### config.mk
export PLATFORM = sky130hd
export DESIGN_NAME = shifter_arbiter
export DESIGN_NICKNAME = d
export VERILOG_FILES = /design/src/rtl/shifter_arbiter.sv
export SDC_FILE = /design/constraint.sdc
export NUM_CORES = 1
export LEC_CHECK = 0
export BUFFER_PORTS_ARGS = -buffer_cell sky130_fd_sc_hd__buf_2
export CAP_MARGIN = 0
export CORE_ASPECT_RATIO = 1.1
export CORE_MARGIN = 3
export CORE_UTILIZATION = 50
export CTS_CLUSTER_DIAMETER = 30
export DETAILED_ROUTE_END_ITERATION = 12
export PLACE_DENSITY = 0.84
export SKIP_LAST_GASP = 1
export SLEW_MARGIN = 20
export SYNTH_ARGS = -nofsm -noshare
export SYNTH_HDL_FRONTEND = slang
export SYNTH_SLANG_ARGS = --single-unit
export TNS_END_PERCENT = 30
### constraint.sdc
create_clock -name clk -period 4.2 [get_ports clk]
set_input_delay 0 -clock clk [delete_from_list [all_inputs] [get_ports clk]]
set_output_delay 0 -clock clk [all_outputs]
set_load 0.01 [all_outputs]
### src/rtl/shifter_arbiter.sv
// -----------------------------------------------------------------------------
// shifter_arbiter
//
// Shares one external 16-bit combinational rotate-left shifter between two
// requesters. One operation is in flight at a time.
//   IDLE  : arbitrate and accept one request.
//   ISSUE : registered operands drive the shifter for one full cycle.
//   RESP  : the captured result is held until the consumer takes it.
// Completed responses are counted per requester. The counters wrap.
//
// Handshakes: a transfer happens on a rising edge where valid and ready are
// both high. Producers hold valid/payload stable until ready. ready never
// depends on the state of the other side's ready.
//
// Ports:
//   clk, rst                 clock, asynchronous active-high reset
//   reqK_valid/data/amt      request from requester K (K = 0, 1)
//   reqK_ready               grant to requester K (IDLE only)
//   shf_i, shf_amt           operand and amount driven to the shifter
//   shf_o                    shifter result (combinational in shf_i/shf_amt)
//   rsp_valid/data/id        registered result and its owner
//   rsp_ready                consumer accepts the response
//   cnt0, cnt1               completed responses per requester
//   dbg_state                current FSM state (0 IDLE, 1 ISSUE, 2 RESP)
// -----------------------------------------------------------------------------
module shifter_arbiter #(
    parameter int W  = 16,
    parameter int AW = 4,
    parameter int CW = 8
) (
    input  logic          clk,
    input  logic          rst,
    input  logic          req0_valid,
    input  logic [W-1:0]  req0_data,
    input  logic [AW-1:0] req0_amt,
    output logic          req0_ready,
    input  logic          req1_valid,
    input  logic [W-1:0]  req1_data,
    input  logic [AW-1:0] req1_amt,
    output logic          req1_ready,
    output logic [W-1:0]  shf_i,
    output logic [AW-1:0] shf_amt,
    input  logic [W-1:0]  shf_o,
    output logic          rsp_valid,
    output logic [W-1:0]  rsp_data,
    output logic          rsp_id,
    input  logic          rsp_ready,
    output logic [CW-1:0] cnt0,
    output logic [CW-1:0] cnt1,
    output logic [1:0]    dbg_state
);

    typedef enum logic [1:0] {
        IDLE  = 2'd0,
        ISSUE = 2'd1,
        RESP  = 2'd2
    } state_t;

    state_t        state, state_nxt;
    logic          last;
    logic [W-1:0]  op_data;
    logic [AW-1:0] op_amt;
    logic          op_id;

    logic          grant0, grant1;
    logic          accept;
    logic          rsp_take;

    // Round robin: on a tie the requester that was not served last wins.
    // last resets to 1 so requester 0 wins the first tie.
    assign grant0 = req0_valid & (~req1_valid | last);
    assign grant1 = req1_valid & (~req0_valid | ~last);

    assign req0_ready = (state == IDLE) & grant0;
    assign req1_ready = (state == IDLE) & grant1;

    assign accept   = (req0_valid & req0_ready) | (req1_valid & req1_ready);
    assign rsp_take = (state == RESP) & rsp_ready;

    assign shf_i     = op_data;
    assign shf_amt   = op_amt;
    assign dbg_state = state;

    always_ff @(posedge clk or posedge rst) begin
        if (rst) begin
            state <= IDLE;
        end else begin
            state <= state_nxt;
        end
    end

    always_comb begin
        state_nxt = state;
        case (state)
            IDLE:    if (accept) state_nxt = ISSUE;
            ISSUE:   state_nxt = RESP;
            RESP:    if (rsp_ready) state_nxt = IDLE;
            default: state_nxt = IDLE;
        endcase
    end

    // Operand registers: only written on an accept edge, so the shifter
    // inputs stay frozen through ISSUE and RESP.
    always_ff @(posedge clk or posedge rst) begin
        if (rst) begin
            op_data <= '0;
            op_amt  <= '0;
            op_id   <= 1'b0;
            last    <= 1'b1;
        end else if (accept) begin
            op_data <= grant1 ? req1_data : req0_data;
            op_amt  <= grant1 ? req1_amt  : req0_amt;
            op_id   <= grant1;
            last    <= grant1;
        end
    end

    // Response register: data/id keep their values after the response is
    // taken; only rsp_valid drops.
    always_ff @(posedge clk or posedge rst) begin
        if (rst) begin
            rsp_valid <= 1'b0;
            rsp_data  <= '0;
            rsp_id    <= 1'b0;
        end else if (state == ISSUE) begin
            rsp_valid <= 1'b1;
            rsp_data  <= shf_o;
            rsp_id    <= op_id;
        end else if (rsp_take) begin
            rsp_valid <= 1'b0;
        end
    end

    always_ff @(posedge clk or posedge rst) begin
        if (rst) begin
            cnt0 <= '0;
            cnt1 <= '0;
        end else if (rsp_take) begin
            if (rsp_id) cnt1 <= cnt1 + 1'b1;
            else        cnt0 <= cnt0 + 1'b1;
        end
    end

endmodule

==> results by group, run 1 <==
Run status
  – Run status: completed

Clock tree
  – Number of instances resized during post-cts repair: 0
  – Post-CTS clock slew at the launch and capture registers of the worst setup and hold paths: 70 ps
  – Clk Latency, worst-skew pair: 320 ps
  – CTS hold repair buffers: 19
  – CTS Sinks: 58
  – Buffer count from post-CTS setup fixing: 0
  – Number of buffers between clock root and the deepest sink: 2
  – CTS HTree Levels: 3
  – Number of CTS-inserted buffers: 9
  – Cell at the root of the clock tree: clkbuf_8
  – CTS tree: done

Timing
  – Final period demand of the worst path: 1910 ps
  – Achievable Freq: between 500 and 600 MHz
  – Setup repair after global routing missed its margin: false
  – Final-report max-slew violation count: 0
  – Sum of negative setup slack: 0 ps
  – Final setup violation count: 0
  – Worst rel slew slack: 32.1%
  – Worst-margin pin slew: 1020 ps
  – Period Utilization, post-route: 45.5%
  – Clock skew after layout: about 6.7 ps
  – Number of hold violations in the final report: 0

Drt
  – Average routed wire per standard cell: about 14 µm
  – Routed WL: 5.46 mm
  – Average via count per standard cell: 5.03
  – Routed vias: 1,952
  – Antenna viol nets, final: 0
  – Remaining DRCs: 0
  – Drt first-iter violations: 88
  – TritonRoute pass-1 iters: 4

Floorplan
  – Row Count: 27
  – Die outline area: around 0.0062 mm²
  – Horiz. Die Dim: ~75 µm
  – Core Region: 0.00503 mm²
  – Height of the die: approximately 82 µm
  – Effective utilization at floorplan: 52.3%
  – Number of ports placed on the die boundary: 119

Synth
  – EDFF count, synth: 0
  – Synthesized netlist cell count: ~180
  – Average instance area after synthesis: 14.4 µm²
  – Async SR Flop Fraction: 100%
  – Number of unique standard cell types used by synthesis: 30
  – Number of register bits inferred by synthesis: 58
  – Syn Nets: around 250
  – Register area share after synthesis: 55.2%
  – Combined area of all synthesized cells: 0.00263 mm²
  – Warnings, synthesis: 0
  – Prevailing post-synth register cell: dfrtp_1

Critical path
  – CP startpoint kind: flop
  – Count of buffering cells on the critical path with inverters included: 0
  – Critical Path Max Stage Delay: a little under 600 ps
  – Critical Path Slowest Stage Cell: a21bo_2
  – Data required time of the worst path: between 4000 and 5000 ps
  – Minimum setup slack among reg-to-reg paths: 2290 ps
  – Library cell appearing most often on the critical path: mux2_2
  – Maximum fanout along the worst path: 21
  – End of the worst register-to-register path: shf_i[15]
  – Crit Path Category: reg2reg
  – Crit path DAT: 2110 ps
  – Critical path capture point type: flop
  – Top delay family on crit path: multiplexers
  – CP Cell Sequence: a21bo_2 -> mux2_2 -> mux2_2
  – Start of the worst register-to-register path: last
  – Worst Reg-to-Reg Cells: 3

Final layout
  – Count of non-filler cells in the finished layout: 388
  – Fill cell count: 345
  – Multi-input gate area: 0.00112 mm²
  – Sequential cell area: ~0.0015 mm²
  – Most common cell after layout, fill and taps aside: buf_2
  – Diodes inserted: 0
  – # nets final: 388
  – Synthesis-to-finish area growth: 39.0%
  – Layout cell share with drive strength beyond 1: between 60% and 70%
  – Most frequent cells in the layout: 118 x buf_2, 57 x dfrtp_1, 40 x mux2_2, 19 x mux2_4, 19 x dlygate4sd3_1

Job
  – Max-cap violations: 0

GRT
  – Total overflow reported by the global router: 0
  – Total GRT Usage: about a fifth
  – Pin count of the biggest net entering global routing: 59
  – Global-route wire length before repair: ~9 mm
  – Via count of the first global-routing pass: 2,026
  – Antenna violations before repair: 0

Place
  – Number of input and output port buffers inserted: around 120
  – Placed Cells incl. Taps: 353
  – Gpl congestion: 0.796
  – Half-perimeter wire length after placement: between 3 and 4 mm

Worst hold path
  – Source of the worst hold timing path: req0_data[0]
  – Worst Hold End: shf_i[0]
  – Hold Crit Class: in2reg
  – Cell depth of the worst hold path: 3

Power and ir drop
  – Power density of the placed cells: 667 mW/mm²
  – Worst ir drop on vdd: 354 µV
  – Static leakage power: ~1.9 nW
-- registers in the layout, summed over array words and instances (netlist names) --
register,cells
last,1
cnt0,8
rsp_valid,1
dbg_state,2
rsp_data,16
op_id,1
shf_i,16
rsp_id,1
shf_amt,4
cnt1,8
-- layout make-up --
class	instances	share of cell area (%)
Timing Repair Buffer	139	21.7
Inverter	5	0.513
Clock inverter	1	0.137
Multi-Input combinational cell	112	30.6
Sequential cell	58	39.7
Clock buffer	15	5.37
Tap cell	58	1.98
-- logic make-up after synthesis --
kind of cell,synth area share (%)
muxes,27.9
AOI/OAI and AO/OA,1.66
adders and majority gates,0.950
buffers and inverters,2.71
and+or+nand+nor,6.89
DFF,55.2
xor gates and xnor gates,4.66
-- power breakdown --
group	switching [mW]	internal, mW
logic	0.439	0.535
registers	0.162	0.807
clock network	0.202	0.294
-- tightest hold or removal path, cell delays in order --
cell    delay, ps
buf_2          70
mux2_4        120
mux2_2        120
-- routing by layer --
metal | GRT usage, % | part of all wire, % | routed length [µm] | up-vias
li1 | - | - | - | 925
met1 | 21.9 | 39 | 2140 | 932
met2 | 33.9 | 51 | 2780 | 85
met3 | 5.45 | 8.0 | 436 | 10
met4 | 8.92 | 1.8 | 97 | 0
met5 | 0 | 0 | 0 | -
-- through the flow --
step           cell area [µm²]  setup slack, ps  hold WS (ps)  utilization [%]  power (mW)
2_1_floorplan             2630             2670          70.0                -        1.58
3_3_place_gp              3260             2230           212             64.8        1.90
3_5_place_dp              3270             2280           223             64.9        1.95
4_1_cts                   3660             2270          16.2             72.7        2.47
5_1_grt                   3660             2200          21.2             72.7        2.61
6_report                  3660             2290          27.7             72.7        2.44
-- worst max-delay path by stage --
stage	startpoint	end	depth (start not counted)
5_1_grt	last	shf_i[15]	3
3_3_place_gp	dbg_state[0]	cnt0[1]	2
2_1_floorplan	dbg_state[1]	rsp_data[0]	5
3_5_place_dp	last	shf_i[15]	3
6_report	last	shf_i[15]	3
4_1_cts	last	shf_i[15]	3
-- cells in the mapped netlist (2+ instances only) --
cell type / n / area (µm²)
a21oi_1: 3 / 15.0
and3_1: 2 / 12.5
buf_2: 6 / 30.0
buf_6: 2 / 22.5
dfrtp_1: 57 / 1430
ha_1: 2 / 25.0
inv_1: 5 / 18.8
mux2_2: 40 / 450
mux2_4: 19 / 285
nand2_1: 4 / 15.0
nand3_1: 6 / 30.0
nand4_1: 2 / 12.5
nor2_1: 4 / 15.0
nor3_1: 3 / 15.0
xnor2_1: 7 / 61.3
xor2_1: 7 / 61.3
(Power assumes the default switching activity.)
==> run 2: changes to the inputs <==
--- a/config.mk
+++ b/config.mk
@@ -5,14 +5,15 @@
 export SDC_FILE = /design/constraint.sdc
 export NUM_CORES = 1
 export LEC_CHECK = 0
+export ABC_AREA = 1
 export BUFFER_PORTS_ARGS = -buffer_cell sky130_fd_sc_hd__buf_2
 export CAP_MARGIN = 0
 export CORE_ASPECT_RATIO = 1.1
 export CORE_MARGIN = 3
-export CORE_UTILIZATION = 50
+export CORE_UTILIZATION = 48
 export CTS_CLUSTER_DIAMETER = 30
 export DETAILED_ROUTE_END_ITERATION = 12
-export PLACE_DENSITY = 0.84
+export PLACE_DENSITY = 0.8
 export SKIP_LAST_GASP = 1
 export SLEW_MARGIN = 20
 export SYNTH_ARGS = -nofsm -noshare
==> constraint.sdc (replaced) <==
create_clock -name clk -period 1.8 [get_ports clk]
set_input_delay 0 -clock clk [delete_from_list [all_inputs] [get_ports clk]]
set_output_delay 0 -clock clk [all_outputs]
set_load 0.01 [all_outputs]
==> results by group, run 2 <==
GRT
  – Via count of the first global-routing pass: 3,112 (+54%)
  – Total GRT Usage: 27.8% (+8.4 points)
  – Total overflow reported by the global router: 0 (unchanged)
  – Global-route wire length before repair: 14.6 mm (+63%)
  – Antenna violations before repair: 0 (unchanged)
  – Pin count of the biggest net entering global routing: 37 (-37%)

Place
  – Placed Cells incl. Taps: 524 (+48%)
  – Half-perimeter wire length after placement: 4.96 mm (+30%)
  – Gpl congestion: 0.804 (+0.98%)
  – Number of input and output port buffers inserted: 118 (unchanged)

Synth
  – Top cell type's share of synthesized area: 50.8% (-3.4 points)
  – Dominant cell by count in the synthesized netlist: nand2_1
  – Number of unique standard cell types used by synthesis: 21 (-30%)
  – Synthesized netlist cell count: 339 (+85%)
  – Combined area of all synthesized cells: 0.00281 mm² (+6.6%)
  – Number of register bits inferred by synthesis: 58 (unchanged)
  – Average instance area after synthesis: 8.28 µm² (-42%)
  – Async SR Flop Fraction: 100% (unchanged)
  – Syn Nets: 402 (+63%)
  – Warnings, synthesis: 0 (unchanged)
  – Library cell occupying the most area in the post-synthesis netlist: dfrtp_1
  – Register area share after synthesis: 51.8% (-3.4 points)
  – Prevailing post-synth register cell: dfrtp_1
  – EDFF count, synth: 0 (unchanged)
  – Synth cell count leaders: 145 x nand2_1, 57 x dfrtp_1, 50 x nand3_1, 21 x inv_1, 16 x mux2_2
  – Area contributors post-synth: dfrtp_1 51%, nand2_1 19%, nand3_1 8.9%

Power and ir drop
  – Overall Power: 6.03 mW (+150%)
  – Worst ir drop on vdd: 814 µV (+130%)
  – Static leakage power: 2.28 nW (+20%)
  – Power density of the placed cells: 1440 mW/mm² (+120%)

Critical path
  – CP startpoint kind: flop
  – CP Cell Sequence: nor2_2 -> nand3_1 -> buf_4 -> inv_1 -> buf_2
  – Critical path capture point type: output pin
  – Critical Path Slowest Stage Cell: dfrtp_1
  – Data required time of the worst path: 1800 ps (-2600 ps)
  – Crit path DAT: 1560 ps (-550 ps)
  – Crit Path Category: reg2out
  – Maximum fanout along the worst path: 21 (unchanged)
  – Critical Path Max Stage Delay: 430 ps (-160 ps)

Final layout
  – Post-Route Utilization: 75.8% (+3.1 points)
  – Diodes inserted: 0 (unchanged)
  – Count of non-filler cells in the finished layout: 593 (+53%)
  – Most common cell after layout, fill and taps aside: nand2_1
  – Layout cell share with drive strength beyond 1: 31.7% (-29 points)
  – # nets final: 576 (+48%)
  – Synthesis-to-finish area growth: 49.5%
  – Most frequent cells in the layout: 145 x nand2_1, 118 x buf_2, 57 x dfrtp_1, 53 x dlygate4sd3_1, 50 x nand3_1

Drt
  – Antenna viol nets, final: 0 (unchanged)
  – TritonRoute pass-1 iters: 5 (+1)
  – Drt first-iter violations: 170 (+93%)
  – Remaining DRCs: 0 (unchanged)
  – Average routed wire per standard cell: 14.8 µm (+5.2%)
  – Average via count per standard cell: 5.14 (+2.1%)
  – Routed WL: 8.77 mm (+61%)
  – Routed vias: 3,047 (+56%)

Floorplan
  – Die outline area: 0.00680 mm² (+10%)
  – Number of ports placed on the die boundary: 119 (unchanged)
  – Effective utilization at floorplan: 50.7% (-1.6 points)
  – Core Region: 0.00554 mm² (+10%)
  – Horiz. Die Dim: 78.9 µm (+4.9%)
  – Row Count: 28 (+3.7%)
  – Height of the die: 86.2 µm (+5.0%)

Timing
  – Final setup violation count: 0 (unchanged)
  – Worst-margin pin slew: 510 ps (-509 ps)
  – Worst rel slew slack: 65.9% (+34 points)
  – Final period demand of the worst path: about 1600 ps
  – Number of hold violations in the final report: 0 (unchanged)
  – Final-report max-slew violation count: 0 (unchanged)
  – Sum of negative setup slack: 0 ps (unchanged)
  – Achievable Freq: 642 MHz
  – Period Utilization, post-route: 86.5%
  – Clock skew after layout: 12.2 ps (+5.51 ps)
  – Setup repair after global routing missed its margin: false

Clock tree
  – Clk Latency, worst-skew pair: 350 ps (+30 ps)
  – CTS Sinks: 58 (unchanged)
  – Cell at the root of the clock tree: clkbuf_8
  – CTS HTree Levels: 3 (unchanged)
  – Number of buffers between clock root and the deepest sink: 2 (unchanged)
  – Post-CTS clock slew at the launch and capture registers of the worst setup and hold paths: 60 ps (about the same)
  – CTS tree: done
  – Number of CTS-inserted buffers: 9 (unchanged)

Run status
  – Run status: completed

Job
  – Max-cap violations: 0 (unchanged)

Worst hold path
  – Hold Crit Class: in2reg
-- run 2: cell count changes after synthesis, sizes merged, moves of 3 or more --
| cell | delta |
|---|---|
| o21ai | +7 |
| xor2 | -5 |
| nand3 | +46 |
| xnor2 | -5 |
| nor3 | -3 |
| inv | +17 |
| nor2 | +8 |
| mux2 | -43 |
| buf | +7 |
| nand2 | +141 |
-- run 2: area by class of cell --
cell class,instances,area (µm²)
clock buffer,10,128
tap,75,93.8
multi-input combinational,244,1180
fill,379,1340
clock inverter,6,57.6
timing repair buffer,178,1200
inverter,22,82.6
sequential,58,1450
-- run 2: cells by family after synthesis --
family	after synthesis	share of synthesized area [%]
and+or+nand+nor	213	32.0
muxes	16	6.42
adders and majority gates	2	0.892
buffers and inverters	37	6.06
AOI/OAI and AO/OA	9	1.60
DFF	58	51.8
xor gates and xnor gates	4	1.25
-- run 2: stage by stage --
step / hold WS [ps] / area (µm²) / worst slack [ps]
3_5_place_dp: 67.2 / 3480 / 375
6_report: 9.11 / 4200 / 243
5_1_grt: 34.7 / 4200 / 157
4_1_cts: 3.05 / 4200 / 258
3_3_place_gp: 61.4 / 3480 / 422
2_1_floorplan: 107 / 2810 / 374
-- run 2: timing repair --
item,4_1_cts,5_1_grt
buffers inserted,0,0
endpoints found under the hold margin,58,0
setup endpoints to repair,0,0
hold buffers,53,0
gates resized for setup,0,0
-- run 2: report_power, final --
group	switching [mW]	internal, mW
Sequential	0.410	1.87
Clock	0.537	0.629
Combinational	1.45	1.13
-- run 2: critical path: cells and delay by family, from the launching register on --
family / cells / cell delay (ps)
buf+inv: 3 / 500
flops: 1 / 430
simple gates: 2 / 280
-- run 2: path summary, 6_finish.rpt --
path / slack, ps / depth (start not counted) / start / endpoint
worst min-delay path: 9 / 5 / req1_data[2] / shf_i[2]
worst min register to register: 500 / 1 / rsp_data[12] / rsp_data[12]
min in group asynchronous: 230 / 3 / rst / shf_amt[2]
worst max register to register: 310 / 8 / last / shf_i[9]
worst max-delay path: 240 / 5 / dbg_state[0] / req0_ready
max in group asynchronous: 1010 / 4 / rst / cnt0[3]
-- run 2: metal layers --
| layer | GRT usage [%] | wire (µm) | up-vias |
|---|---|---|---|
| li1 | - | - | 1425 |
| met1 | 33.4 | 3250 | 1415 |
| met2 | 47.3 | 4490 | 180 |
| met3 | 5.93 | 721 | 27 |
| met4 | 14.5 | 316 | 0 |
| met5 | 0 | 0 | - |
==> run 3: changes to the inputs <==
--- a/config.mk
+++ b/config.mk
@@ -8,12 +8,13 @@
 export ABC_AREA = 1
 export BUFFER_PORTS_ARGS = -buffer_cell sky130_fd_sc_hd__buf_2
 export CAP_MARGIN = 0
-export CORE_ASPECT_RATIO = 1.1
+export CELL_PAD_IN_SITES_DETAIL_PLACEMENT = 0
+export CELL_PAD_IN_SITES_GLOBAL_PLACEMENT = 1
 export CORE_MARGIN = 3
-export CORE_UTILIZATION = 48
+export CORE_UTILIZATION = 34
 export CTS_CLUSTER_DIAMETER = 30
 export DETAILED_ROUTE_END_ITERATION = 12
-export PLACE_DENSITY = 0.8
+export PLACE_DENSITY_LB_ADDON = 0.1
 export SKIP_LAST_GASP = 1
 export SLEW_MARGIN = 20
 export SYNTH_ARGS = -nofsm -noshare
==> constraint.sdc (replaced) <==
create_clock -name clk -period 1.6 [get_ports clk]
set_input_delay 0 -clock clk [delete_from_list [all_inputs] [get_ports clk]]
set_output_delay 0 -clock clk [all_outputs]
set_load 0.01 [all_outputs]
==> results by group, run 3 (synthesis gave the netlist of run 2 again) <==
Run status
  – Run status: completed

Job
  – Max-cap violations: 0 (unchanged)

Clock tree
  – Post-CTS clock slew at the launch and capture registers of the worst setup and hold paths: 60 ps (about the same)
  – CTS tree: done
  – Clk Latency, worst-skew pair: 320 ps (-30 ps)
  – Buffer count from post-CTS setup fixing: 0 (unchanged)
  – Number of CTS-inserted buffers: 9 (unchanged)
  – Number of buffers between clock root and the deepest sink: 2 (unchanged)
  – CTS HTree Levels: 3 (unchanged)
  – Cell at the root of the clock tree: clkbuf_8
  – CTS Sinks: 58 (unchanged)

GRT
  – Total overflow reported by the global router: 0 (unchanged)
  – Met2 layer usage reported by global route: 29.7% (-18 points)
  – GR met1 Demand/Resource: 20.2% (-13 points)
  – Antenna violations before repair: 0 (unchanged)
  – Via count of the first global-routing pass: 2,830 (-9.1%)
  – Gr busiest metal: met2
  – GRT met3 Usage: 4.69% (-1.2 points)
  – Total GRT Usage: 17.2% (-11 points)
  – Pin count of the biggest net entering global routing: 27 (-27%)
  – Global-route wire length before repair: 13.3 mm (-8.7%)

Worst hold path
  – Cell depth of the worst hold path: 5 (unchanged)
  – Hold Crit Class: in2reg

Place
  – Half-perimeter wire length after placement: 5.28 mm (+6.5%)
  – Placed Cells incl. Taps: 554 (+5.7%)
  – Number of input and output port buffers inserted: 118 (unchanged)
  – Gpl congestion: 0.731 (-9.1%)

Drt
  – Average routed wire per standard cell: 12.7 µm (-14%)
  – Average via count per standard cell: 4.49 (-13%)
  – Antenna viol nets, final: 0 (unchanged)
  – Routed WL: 7.84 mm (-11%)
  – Drt first-iter violations: 69 (-59%)
  – Routed vias: 2,764 (-9.3%)
  – Remaining DRCs: 0 (unchanged)
  – TritonRoute pass-1 iters: 5 (unchanged)

Final layout
  – Most frequent cells in the layout: 145 x nand2_1, 118 x buf_2, 56 x dfrtp_1, 50 x nand3_1, 46 x dlygate4sd3_1
  – Synthesis-to-finish area growth: 52.2%
  – Diodes inserted: 0 (unchanged)
  – Layout cell share with drive strength beyond 1: 32.9% (+1.2 points)
  – Count of non-filler cells in the finished layout: 616 (+3.9%)
  – Most common cell after layout, fill and taps aside: nand2_1
  – # nets final: 572 (-0.69%)

Critical path
  – Maximum fanout along the worst path: 15 (-29%)
  – Critical path capture point type: output pin
  – Data required time of the worst path: 1600 ps (-200 ps)
  – Crit path DAT: 1520 ps (-40 ps)
  – CP startpoint kind: flop
  – Worst Reg-to-Reg Cells: 6 (-2)
  – Crit Path Category: reg2out

Timing
  – Final period demand of the worst path: 1520 ps
  – Final-report max-slew violation count: 0 (unchanged)
  – Sum of negative setup slack: 0 ps (unchanged)
  – Achievable Freq: about 660 MHz
  – Setup repair after global routing missed its margin: true
  – Period Utilization, post-route: a little over nine tenths
  – Final hold slack: 8.31 ps (-0.800 ps)
  – Final setup violation count: 0 (unchanged)
  – Number of hold violations in the final report: 0 (unchanged)
  – Worst-margin pin slew: 462 ps (-48.5 ps)
  – Clock skew after layout: 5.50 ps (-6.69 ps)
  – Worst rel slew slack: 69.2% (+3.3 points)

Floorplan
  – Height of the die: 96.9 µm (+12%)
  – Horiz. Die Dim: 96.9 µm (+23%)
  – Core Region: 0.00789 mm² (+42%)
  – Number of ports placed on the die boundary: 119 (unchanged)
  – Row Count: 32 (+14%)
  – Effective utilization at floorplan: 35.6% (-15 points)
  – Die outline area: 0.00938 mm² (+38%)

Power and ir drop
  – Static leakage power: 2.30 nW (+1.0%)
  – Power density of the placed cells: 1660 mW/mm² (+15%)
  – Worst ir drop on vdd: 614 µV (-25%)
run 3: cell types whose count changed in the layout (fill, tap and decap cells not counted), moves of 2 or more:
cell / before / now
buf_6: 0 / 2
dlygate4sd3_1: 53 / 46
bufinv_16: 1 / 3
clkbuf_8: 9 / 11
clkinv_2: 4 / 2
run 3: cell type report:
cell class	count	area, µm²
inverters	22	82.6
clock buffers	11	151
multi-input cells	244	1200
clock inverters	5	100
well taps	102	128
fillers	750	3620
flip-flops and latches	58	1450
repair buffers	174	1160
run 3: critical path, cell delays in order (launching register included):
cell and delay [ps]:
dfstp_2 530, nand2_1 120, nand3_4 170, buf_6 190, inv_1 50, buf_2 130
run 3: layer usage:
| metal | routed length [µm] | vias up | part of all wire, % |
|---|---|---|---|
| li1 | - | 1421 | - |
| met1 | 3440 | 1268 | 44 |
| met2 | 3950 | 67 | 50 |
| met3 | 385 | 8 | 4.9 |
| met4 | 62 | 0 | 0.79 |
| met5 | 0 | - | 0 |
run 3: timing repair:
item,in CTS,in global routing
endpoints found under the setup margin,0,2
endpoints found under the hold margin,53,0
hold buffers,46,0
resized for setup,0,5
run 3: worst paths after layout:
kind / slack (ps) / to / from
max: 80 / req1_ready / last
min: 8 / shf_i[5] / req1_data[5]
max reg2reg: 160 / cnt0[5] / dbg_state[0]
min reg2reg: 480 / rsp_valid / rsp_valid
max in group asynchronous: 790 / shf_i[10] / rst
min in group asynchronous: 240 / cnt0[6] / rst
run 3: power breakdown:
part	switching, mW	internal [mW]	total (mW)
registers	0.436	2.11	2.55
logic	1.56	1.28	2.84
clock network	0.574	1.11	1.69
run 3: through the flow:
step | worst slack (ps) | utilization, % | total power, mW | area [µm²]
final | 84.7 | 54.1 | 7.07 | 4270
after global routing | -5.21 | 54.1 | 7.62 | 4270
after CTS | 2.83 | 53.9 | 7.12 | 4250
after detailed placement | 183 | 44.8 | 5.31 | 3540
after global placement | 217 | 44.8 | 5.27 | 3540
after floorplan | 174 | - | 4.22 | 2810
